### src/rtl/pb_exec_ctrl_if.sv
// Issue / processing-block / writeback bundle for pb_exec_ctrl.
// master = instruction source and result sink, slave = controller.
interface pb_exec_ctrl_if #(
  parameter int TREE_DEPTH = 3,
  parameter int N_TREE     = 2,
  parameter int TAG_W      = 4
);
  localparam int N_ALU = 2**TREE_DEPTH - 1;
  localparam int MW    = N_TREE * N_ALU * 2;

  logic             flush;
  logic             in_valid;
  logic             in_ready;
  logic [MW-1:0]    in_mode;
  logic [TAG_W-1:0] in_tag;
  logic             pb_rd_en;
  logic             pb_en;
  logic [MW-1:0]    pb_alu_mode;
  logic             wb_valid;
  logic             wb_ready;
  logic [TAG_W-1:0] wb_tag;
  logic             busy;

  modport master (
    output flush, in_valid, in_mode, in_tag, wb_ready,
    input  in_ready, pb_rd_en, pb_en, pb_alu_mode,
    input  wb_valid, wb_tag, busy
  );

  modport slave (
    input  flush, in_valid, in_mode, in_tag, wb_ready,
    output in_ready, pb_rd_en, pb_en, pb_alu_mode,
    output wb_valid, wb_tag, busy
  );
endinterface

### src/rtl/pb_exec_ctrl.sv
// Issue/skew/writeback controller for a block of ALU trees.
// Define PB_EXEC_CTRL_PERF_CNT_EN to add issue/stall counters.
module pb_exec_ctrl #(
  parameter int TREE_DEPTH = 3,
  parameter int N_TREE     = 2,
  parameter int TAG_W      = 4
) (
  input  logic clk,
  input  logic rst,
  pb_exec_ctrl_if.slave bus
`ifdef PB_EXEC_CTRL_PERF_CNT_EN
  ,
  output logic [31:0] perf_issue_cnt,
  output logic [31:0] perf_stall_cnt
`endif
);
  localparam int D     = TREE_DEPTH;
  localparam int N_ALU = 2**TREE_DEPTH - 1;
  localparam int MW    = N_TREE * N_ALU * 2;

  typedef enum logic [1:0] {
    S_IDLE,
    S_ACTIVE,
    S_STALL
  } state_t;

  // Heap index -> tree level (1 = leaves, D = top ALU).
  function automatic int alu_lvl(int a);
    int f;
    f = 0;
    for (int i = 1; i < 16; i++)
      if ((1 << i) <= a + 1) f = i;
    return D - f;
  endfunction

  logic             r_v    [D];
  logic [TAG_W-1:0] r_tag  [D];
  logic [MW-1:0]    r_mode [D-1];
  logic [MW-1:0]    r_mode_hold;
  state_t           r_state;

  logic          w_stall;
  logic          w_pb_en;
  logic          w_fire;
  logic          w_nxt_any;
  logic [MW-1:0] w_live;

  assign w_stall = r_v[D-1] & ~bus.wb_ready & ~rst;
  assign w_pb_en = ~w_stall;
  assign w_fire  = bus.in_valid & bus.in_ready;

  assign bus.in_ready    = ~w_stall & ~bus.flush & ~rst;
  assign bus.pb_rd_en    = w_fire;
  assign bus.pb_en       = w_pb_en;
  assign bus.wb_valid    = r_v[D-1];
  assign bus.wb_tag      = r_tag[D-1];
  assign bus.busy        = (r_state != S_IDLE);
  assign bus.pb_alu_mode = w_stall ? r_mode_hold : w_live;

  // Level L works on the instruction issued L-1 enabled cycles ago.
  for (genvar t = 0; t < N_TREE; t++) begin : g_tree
    for (genvar a = 0; a < N_ALU; a++) begin : g_alu
      localparam int L = alu_lvl(a);
      localparam int B = (t * N_ALU + a) * 2;
      if (L == 1) begin : g_leaf
        assign w_live[B+:2] =
          w_fire ? bus.in_mode[B+:2] : 2'b11;
      end else begin : g_upper
        assign w_live[B+:2] =
          r_v[L-2] ? r_mode[L-2][B+:2] : 2'b11;
      end
    end
  end

  always_comb begin
    w_nxt_any = 1'b0;
    if (bus.flush) begin
      w_nxt_any = 1'b0;
    end else if (w_pb_en) begin
      w_nxt_any = w_fire;
      for (int k = 0; k < D - 1; k++)
        w_nxt_any = w_nxt_any | r_v[k];
    end else begin
      for (int k = 0; k < D; k++)
        w_nxt_any = w_nxt_any | r_v[k];
    end
  end

  always_ff @(posedge clk) begin
    if (rst) begin
      for (int k = 0; k < D; k++) begin
        r_v[k]   <= 1'b0;
        r_tag[k] <= '0;
      end
      for (int k = 0; k < D - 1; k++)
        r_mode[k] <= '1;
      r_mode_hold <= '1;
      r_state     <= S_IDLE;
    end else begin
      r_mode_hold <= bus.pb_alu_mode;
      if (bus.flush) begin
        for (int k = 0; k < D; k++)
          r_v[k] <= 1'b0;
      end else if (w_pb_en) begin
        r_v[0]   <= w_fire;
        r_tag[0] <= w_fire ? bus.in_tag : '0;
        r_mode[0] <= w_fire ? bus.in_mode : '1;
        for (int k = 1; k < D; k++) begin
          r_v[k]   <= r_v[k-1];
          r_tag[k] <= r_tag[k-1];
        end
        for (int k = 1; k < D - 1; k++)
          r_mode[k] <= r_mode[k-1];
      end
      unique case (r_state)
        S_IDLE: begin
          if (w_nxt_any) r_state <= S_ACTIVE;
        end
        S_ACTIVE: begin
          if (!w_nxt_any)   r_state <= S_IDLE;
          else if (w_stall) r_state <= S_STALL;
        end
        S_STALL: begin
          if (!w_nxt_any)    r_state <= S_IDLE;
          else if (!w_stall) r_state <= S_ACTIVE;
        end
        default: r_state <= S_IDLE;
      endcase
    end
  end

`ifdef PB_EXEC_CTRL_PERF_CNT_EN
  logic [31:0] r_issue_cnt;
  logic [31:0] r_stall_cnt;

  always_ff @(posedge clk) begin
    if (rst) begin
      r_issue_cnt <= '0;
      r_stall_cnt <= '0;
    end else begin
      if (w_fire && r_issue_cnt != '1)
        r_issue_cnt <= r_issue_cnt + 32'd1;
      if (w_stall && r_stall_cnt != '1)
        r_stall_cnt <= r_stall_cnt + 32'd1;
    end
  end

  assign perf_issue_cnt = r_issue_cnt;
  assign perf_stall_cnt = r_stall_cnt;
`endif
endmodule

### src/flat_wrapper.sv
// flat-port wrapper written by rule: the top's interface ports become plain ports
module pb_exec_ctrl_flat 
#(
  parameter int TREE_DEPTH = 3,
  parameter int N_TREE     = 2,
  parameter int TAG_W      = 4
)
  (clk, rst, bus_flush, bus_in_valid, bus_in_mode, bus_in_tag, bus_wb_ready, bus_in_ready, bus_pb_rd_en, bus_pb_en, bus_pb_alu_mode, bus_wb_valid, bus_wb_tag, bus_busy);
  pb_exec_ctrl_if #(.TREE_DEPTH(TREE_DEPTH), .N_TREE(N_TREE), .TAG_W(TAG_W)) bus_i ();
  input  logic clk;
  input  logic rst;
  input wire logic [$bits(bus_i.flush)-1:0] bus_flush;
  input wire logic [$bits(bus_i.in_valid)-1:0] bus_in_valid;
  input wire logic [$bits(bus_i.in_mode)-1:0] bus_in_mode;
  input wire logic [$bits(bus_i.in_tag)-1:0] bus_in_tag;
  input wire logic [$bits(bus_i.wb_ready)-1:0] bus_wb_ready;
  output wire logic [$bits(bus_i.in_ready)-1:0] bus_in_ready;
  output wire logic [$bits(bus_i.pb_rd_en)-1:0] bus_pb_rd_en;
  output wire logic [$bits(bus_i.pb_en)-1:0] bus_pb_en;
  output wire logic [$bits(bus_i.pb_alu_mode)-1:0] bus_pb_alu_mode;
  output wire logic [$bits(bus_i.wb_valid)-1:0] bus_wb_valid;
  output wire logic [$bits(bus_i.wb_tag)-1:0] bus_wb_tag;
  output wire logic [$bits(bus_i.busy)-1:0] bus_busy;
  assign bus_i.flush = bus_flush;
  assign bus_i.in_valid = bus_in_valid;
  assign bus_i.in_mode = bus_in_mode;
  assign bus_i.in_tag = bus_in_tag;
  assign bus_i.wb_ready = bus_wb_ready;
  assign bus_in_ready = bus_i.in_ready;
  assign bus_pb_rd_en = bus_i.pb_rd_en;
  assign bus_pb_en = bus_i.pb_en;
  assign bus_pb_alu_mode = bus_i.pb_alu_mode;
  assign bus_wb_valid = bus_i.wb_valid;
  assign bus_wb_tag = bus_i.wb_tag;
  assign bus_busy = bus_i.busy;
  pb_exec_ctrl #(.TREE_DEPTH(TREE_DEPTH), .N_TREE(N_TREE), .TAG_W(TAG_W)) u_core (.clk(clk), .rst(rst), .bus(bus_i));
endmodule
### config.mk
export PLATFORM = sky130hd
export DESIGN_NAME = pb_exec_ctrl_flat
export DESIGN_NICKNAME = d
export VERILOG_FILES = /design/src/rtl/pb_exec_ctrl_if.sv /design/src/rtl/pb_exec_ctrl.sv /design/src/flat_wrapper.sv
export SDC_FILE = /design/constraint.sdc
export NUM_CORES = 1
export LEC_CHECK = 0
export CAP_MARGIN = 20
export CELL_PAD_IN_SITES_DETAIL_PLACEMENT = 0
export CELL_PAD_IN_SITES_GLOBAL_PLACEMENT = 2
export CORE_UTILIZATION = 30
export DETAILED_ROUTE_END_ITERATION = 10
export PLACE_DENSITY = 0.89
export REMOVE_ABC_BUFFERS = 1
export SYNTH_ARGS = -nofsm -noshare
export SYNTH_HDL_FRONTEND = slang
export SYNTH_SLANG_ARGS = --single-unit
### constraint.sdc
create_clock -name clk -period 2.91 [get_ports clk]
set_input_delay 0.582 -clock clk [delete_from_list [all_inputs] [get_ports clk]]
set_output_delay 0.582 -clock clk [all_outputs]
set_load 0.1 [all_outputs]
; Word level (Yosys, flattened, before mapping)
; Memory sizes are Yosys's and may differ from the RTL's.
; Cells that the tools add are included.
[op_classes]
n_reduce_logical = 3
bitwise = 24
muxes = 45
n_eq_ne = 5
[ops]
columns = operator, n
row1 = $mux 28, 4
row2 = $mux 2, 19
row3 = $mux 1, 17
row4 = $mux 4, 4
row5 = $or 1x1->1, 15
row6 = $pmux 2 s3, 1
row7 = $and 1x1->1, 5
row8 = $not 1->1, 4
row9 = $ne 3x2->1 const B, 1
row10 = $ne 3x3->1 const B, 1
row11 = $reduce_and 3->1, 1
row12 = $eq 2x1->1 const B, 1
row13 = $eq 2x2->1 const B, 1
row14 = $logic_not 2->1, 1
row15 = $ne 2x1->1 const B, 1
row16 = $reduce_bool 2->1, 1
[word_totals]
out_inout_bits = 37
in_bits = 37
mem_count = 3
wordCells = 82
reg_bits = 30
ramBits = 71
[memory_table]
columns = name, words, word_bits, read_ports, rd_ports_with_merged_regs, wr, line
row1 = u_core.r_mode, 2, 28, 2, 0, 2, pb_exec_ctrl.sv:38  ; logic [MW-1:0] r_mode [D-1];
row2 = u_core.r_tag, 3, 4, 3, 0, 3, pb_exec_ctrl.sv:37  ; logic [TAG_W-1:0] r_tag [D];
row3 = u_core.r_v, 3, 1, 3, 0, 3, pb_exec_ctrl.sv:36  ; logic r_v [D];

; Longest topological paths before layout
[depth]
ltp_word = 13
ltp_mapped = 6
depth_no_buf = 4

; Worst setup path before layout
; No wires, ideal clock.
[synth_path]
kind = flip-flop to output port
start = mem u_core.r_v[2][0], in the netlist u_core.r_v[0][2]
end = out bus_in_ready
path_stages_with_launch = 3
path_slack_ns = -0.986
required_time_ns = 2.328
arrival_ns = 3.314
n_path_buf = 0
cell_sequence = edfxtp_1 > nor2b_1 > nor3_1
[synth_lines]
columns = item, line
row1 = "start, declared", pb_exec_ctrl.sv:36
row2 = "end, declared", flat_wrapper.sv:17  ; output wire logic [$bits(bus_i.in_ready)-1:0] bus_in_ready;

; Worst setup path in the final report
[layout_path]
start = in rst
end = out bus_pb_alu_mode[14]
[layout_between]
elab_chain_cells = 3
[layout_lines]
columns = item, line
row1 = "start, declared", flat_wrapper.sv:11  ; input logic rst;
row2 = $not 1->1, pb_exec_ctrl.sv:48  ; assign w_stall = r_v[D-1] & ~bus.wb_ready & ~rst;
row3 = $and 1x1->1, pb_exec_ctrl.sv:48
row4 = $mux 28, pb_exec_ctrl.sv:58  ; assign bus.pb_alu_mode = w_stall ? r_mode_hold : w_live;
row5 = "end, declared", flat_wrapper.sv:20  ; output wire logic [$bits(bus_i.pb_alu_mode)-1:0] bus_pb_alu_mode;
; Every way passes these cells.

==> results.yml <==
setup_path:
  rr_startpoint: "u_core.r_v[0][2]"
  r2r_end: "u_core.r_tag[0][9]"
  crit_type: "input port to output port"
  r2r_slack_ns: 1.22
  worst_setup_path_end_kind: "output port"
  critPathRequiredTime_ns: 2.33
  worstRegToRegCells: 4
  worstPathArrival_ns: 2.19
  start_kind: "input port"
  crit_path_max_fanout: 8
route:
  first_iter_violations: 60
  detail_route.first_pass.iterations: 4
  wl_um: 5020
  ant_nets: 0
  vias: 1773
  drc: 0
  vias_per_cell: 4.53
  avgRoutedWirePerCell_um: 12.8
synthesis:
  synth_cell_types: 23
  synthMuxAreaShare_pct: 0
  synthCells: 205
  seq_area_frac_synth_pct: 61.6
  synthXorXnorAreaFrac_pct: 0.352
  synth.avg_cell_area_um2: 12.1
  yosysWarnings: 0
  synth_fa_ha_area_share_pct: 0.403
  synth_top_family_by_area: "simple AND/OR/NAND/NOR gates"
  synth-compound-area-share_pct: 15.6
  yosys.area_share.simple_pct: 17.7
  ys_ff_latch: 61
  syn_area_um2: 2490
pwr:
  combinationalPowerShare_pct: 13.4
  peakVddDrop_mv: 0.259
  intPower_mw: 1.54
  p_clk_share_pct: 40.3
  p_sw_mw: 0.504
  p_leak_nw: 1.51
  p_per_area_nw_per_um2: 524
  switching_share_pct: 24.6
  seqPwrFrac_pct: 46.3
  power_mw: 2.05
cells_and_area:
  drive_above_1_share_pct: 25.3
  n_antenna_cell: 0
  syn2layout_area_growth_pct: 57.3
  nFillCells: 689
  fin_area_um2: 3910
  layout.nets: 321
min_path:
  whs_path_depth: 1
  hp-start: "u_core.r_mode_hold[27]"
  min_to: "u_core.r_mode_hold[27]"
  worstHoldPathType: "register to register"
sta:
  finClkSkew_ns: 0.00574
  relSlewSlack_pct: 72.7
  layout_setup_ws_ns: 0.133
  fmax_mhz: 360
  fin_crit_sh_pct: 95.4
  timing.hold.ws_ns: 0.467
  tightest_slew_ns: 0.409
  finalHoldViolCount: 0
  min_period_ns: 2.78
  setup_violations: 0
  tns_ns: 0
  rsz0062_at_grt: "no"
  slew_violations: 0
status:
  status: "finished, final reports clean"
cts:
  cts-root-buf: "clkbuf_8"
  cts_tree: "done"
  postCtsHoldBufs: 0
  clk_path_buf_depth: 2
  clk-insertion-delay-late_ns: 0.33
  cts_num_sinks: 61
  clk_pin_slew_ns: 0.07
  htree_levels: 3
  numCtsBuffers: 9
floorplanning:
  start_util_pct: 31.5
  die_x_um: 93.0
  num_rows: 32
  die-area_um2: 8660
  die_y_um: 93.0
  core_area_um2: 7890
  ioPinCount: 74
grt:
  antenna_found_initial: 0
  grt_start_max_net_pins: 43
  grt_pass1_wl_um: 7880
  grt_pass1_vias: 1625
  grt_use_total_pct: 12.2
  grt.overflow.total: 0
place:
  pre_cts_slack_ns: 0.103
  numPortBuffers: 73
  dp_hpwl_um: 3460
  place_congestion: 0.753
  postPlaceCellArea_um2: 3670
job:
  maxCapViolations: 0
[flip-flops by register name, indices dropped and copies added, names as in the netlist]
signal              count
u_core.r_mode          16
u_core.r_v              3
u_core.r_state          2
u_core.r_tag           12
u_core.r_mode_hold     28
[layout make-up]
cell class | instances | area (um2) | share of cell area [%]
repair buffers | 85 | 1150 | 29.5
well taps | 102 | 128 | 3.26
multi-input cells | 124 | 855 | 21.8
inverters | 3 | 11.3 | 0.288
clock inverters | 2 | 17.5 | 0.448
clock buffers | 14 | 215 | 5.50
flip-flops and latches | 61 | 1530 | 39.2
[power groups by stage]
stage          clock network, mW  registers [mW]  logic [mW]
5_1_grt                    0.888           0.951       0.286
6_report                   0.826           0.948       0.274
2_1_floorplan                  0           0.991       0.120
3_3_place_gp                   0           0.967       0.274
4_1_cts                    0.847           0.948       0.276
3_5_place_dp                   0           0.968       0.275
[stage by stage]
| step | util, % | instances |
|---|---|---|
| 2_1_floorplan | - | 188 |
| 3_3_place_gp | 46.6 | 375 |
| 3_5_place_dp | 46.6 | 375 |
| 4_1_cts | 49.5 | 391 |
| 5_1_grt | 49.6 | 391 |
| 6_report | 49.6 | 391 |
[Yosys cell counts (all sizes together)]
master | count | share of area, %
o22a | 32 | 11
edfxtp | 31 | 37
dfxtp | 30 | 24
nor2 | 26 | 3.9
nand2b | 18 | 4.5
buf | 14 | 3.5
nor3b | 13 | 4.4
o21bai | 13 | 3.9
and3 | 10 | 2.5
and2 | 4 | 1.0
clkbuf | 3 | 0.45
inv | 3 | 0.45
nor3 | 2 | 0.40
a2111oi | 1 | 0.40
maj3 | 1 | 0.40
nand3 | 1 | 0.40
nor2b | 1 | 0.25
or2 | 1 | 0.25
xnor2 | 1 | 0.35
[logic make-up after synthesis]
family	count (synthesis)
DFF	61
xor gates and xnor gates	1
adders and majority gates	1
AOI/OAI and AO/OA	46
buffers and inverters	20
and+or+nand+nor	76
[cells in the final DEF (no fill, tap or decap)]
| cell type | n |
|---|---|
| a2111oi_1 | 1 |
| and2_1 | 4 |
| and3_1 | 10 |
| buf_12 | 34 |
| buf_4 | 15 |
| clkbuf_16 | 2 |
| clkbuf_8 | 12 |
| clkdlybuf4s50_1 | 36 |
| clkinv_4 | 1 |
| dfxtp_1 | 30 |
| edfxtp_1 | 31 |
| inv_1 | 1 |
| inv_2 | 2 |
| inv_6 | 1 |
| maj3_1 | 1 |
| nand2b_1 | 18 |
| nand3_2 | 1 |
| nor2_1 | 24 |
| nor2_2 | 2 |
| nor2b_1 | 1 |
| nor3_1 | 2 |
| nor3b_1 | 12 |
| nor3b_4 | 1 |
| o21bai_1 | 12 |
| o21bai_2 | 1 |
| o22a_1 | 32 |
| or2_2 | 1 |
| xnor2_1 | 1 |
[critical path: stages]
cell             delay (ns)
clkdlybuf4s50_1        0.47
buf_4                  0.18
nor3b_4                0.23
buf_4                  0.20
nor3b_1                0.08
nor2_1                 0.23
buf_12                 0.22
[layer usage]
metal / share of wire, % / global-route usage (%) / vias to the layer above
li1: - / - / 899
met1: 45 / 15.5 / 804
met2: 48 / 19.1 / 62
met3: 5.7 / 3.09 / 8
met4: 1.6 / 6.54 / 0
met5: 0 / 0 / -
[what timing repair did]
| action | CTS | global route |
|---|---|---|
| buffers inserted | 0 | 0 |
| endpoints found under the setup margin | 0 | 2 |
| resized for setup | 0 | 2 |
[worst max path at each step]
stage / depth (start not counted) / slack [ns] / start / endpoint
CTS: 8 / 0.10 / rst / bus_pb_alu_mode[18]
floorplan: 2 / -0.99 / u_core.r_v[0][2] / bus_in_ready
detailed placement: 8 / 0.10 / rst / bus_pb_alu_mode[18]
global route: 8 / 0.02 / rst / bus_pb_alu_mode[19]
global placement: 7 / 0.14 / rst / bus_pb_alu_mode[3]
finish: 7 / 0.13 / rst / bus_pb_alu_mode[14]
Power figures use the tool's default switching activity.
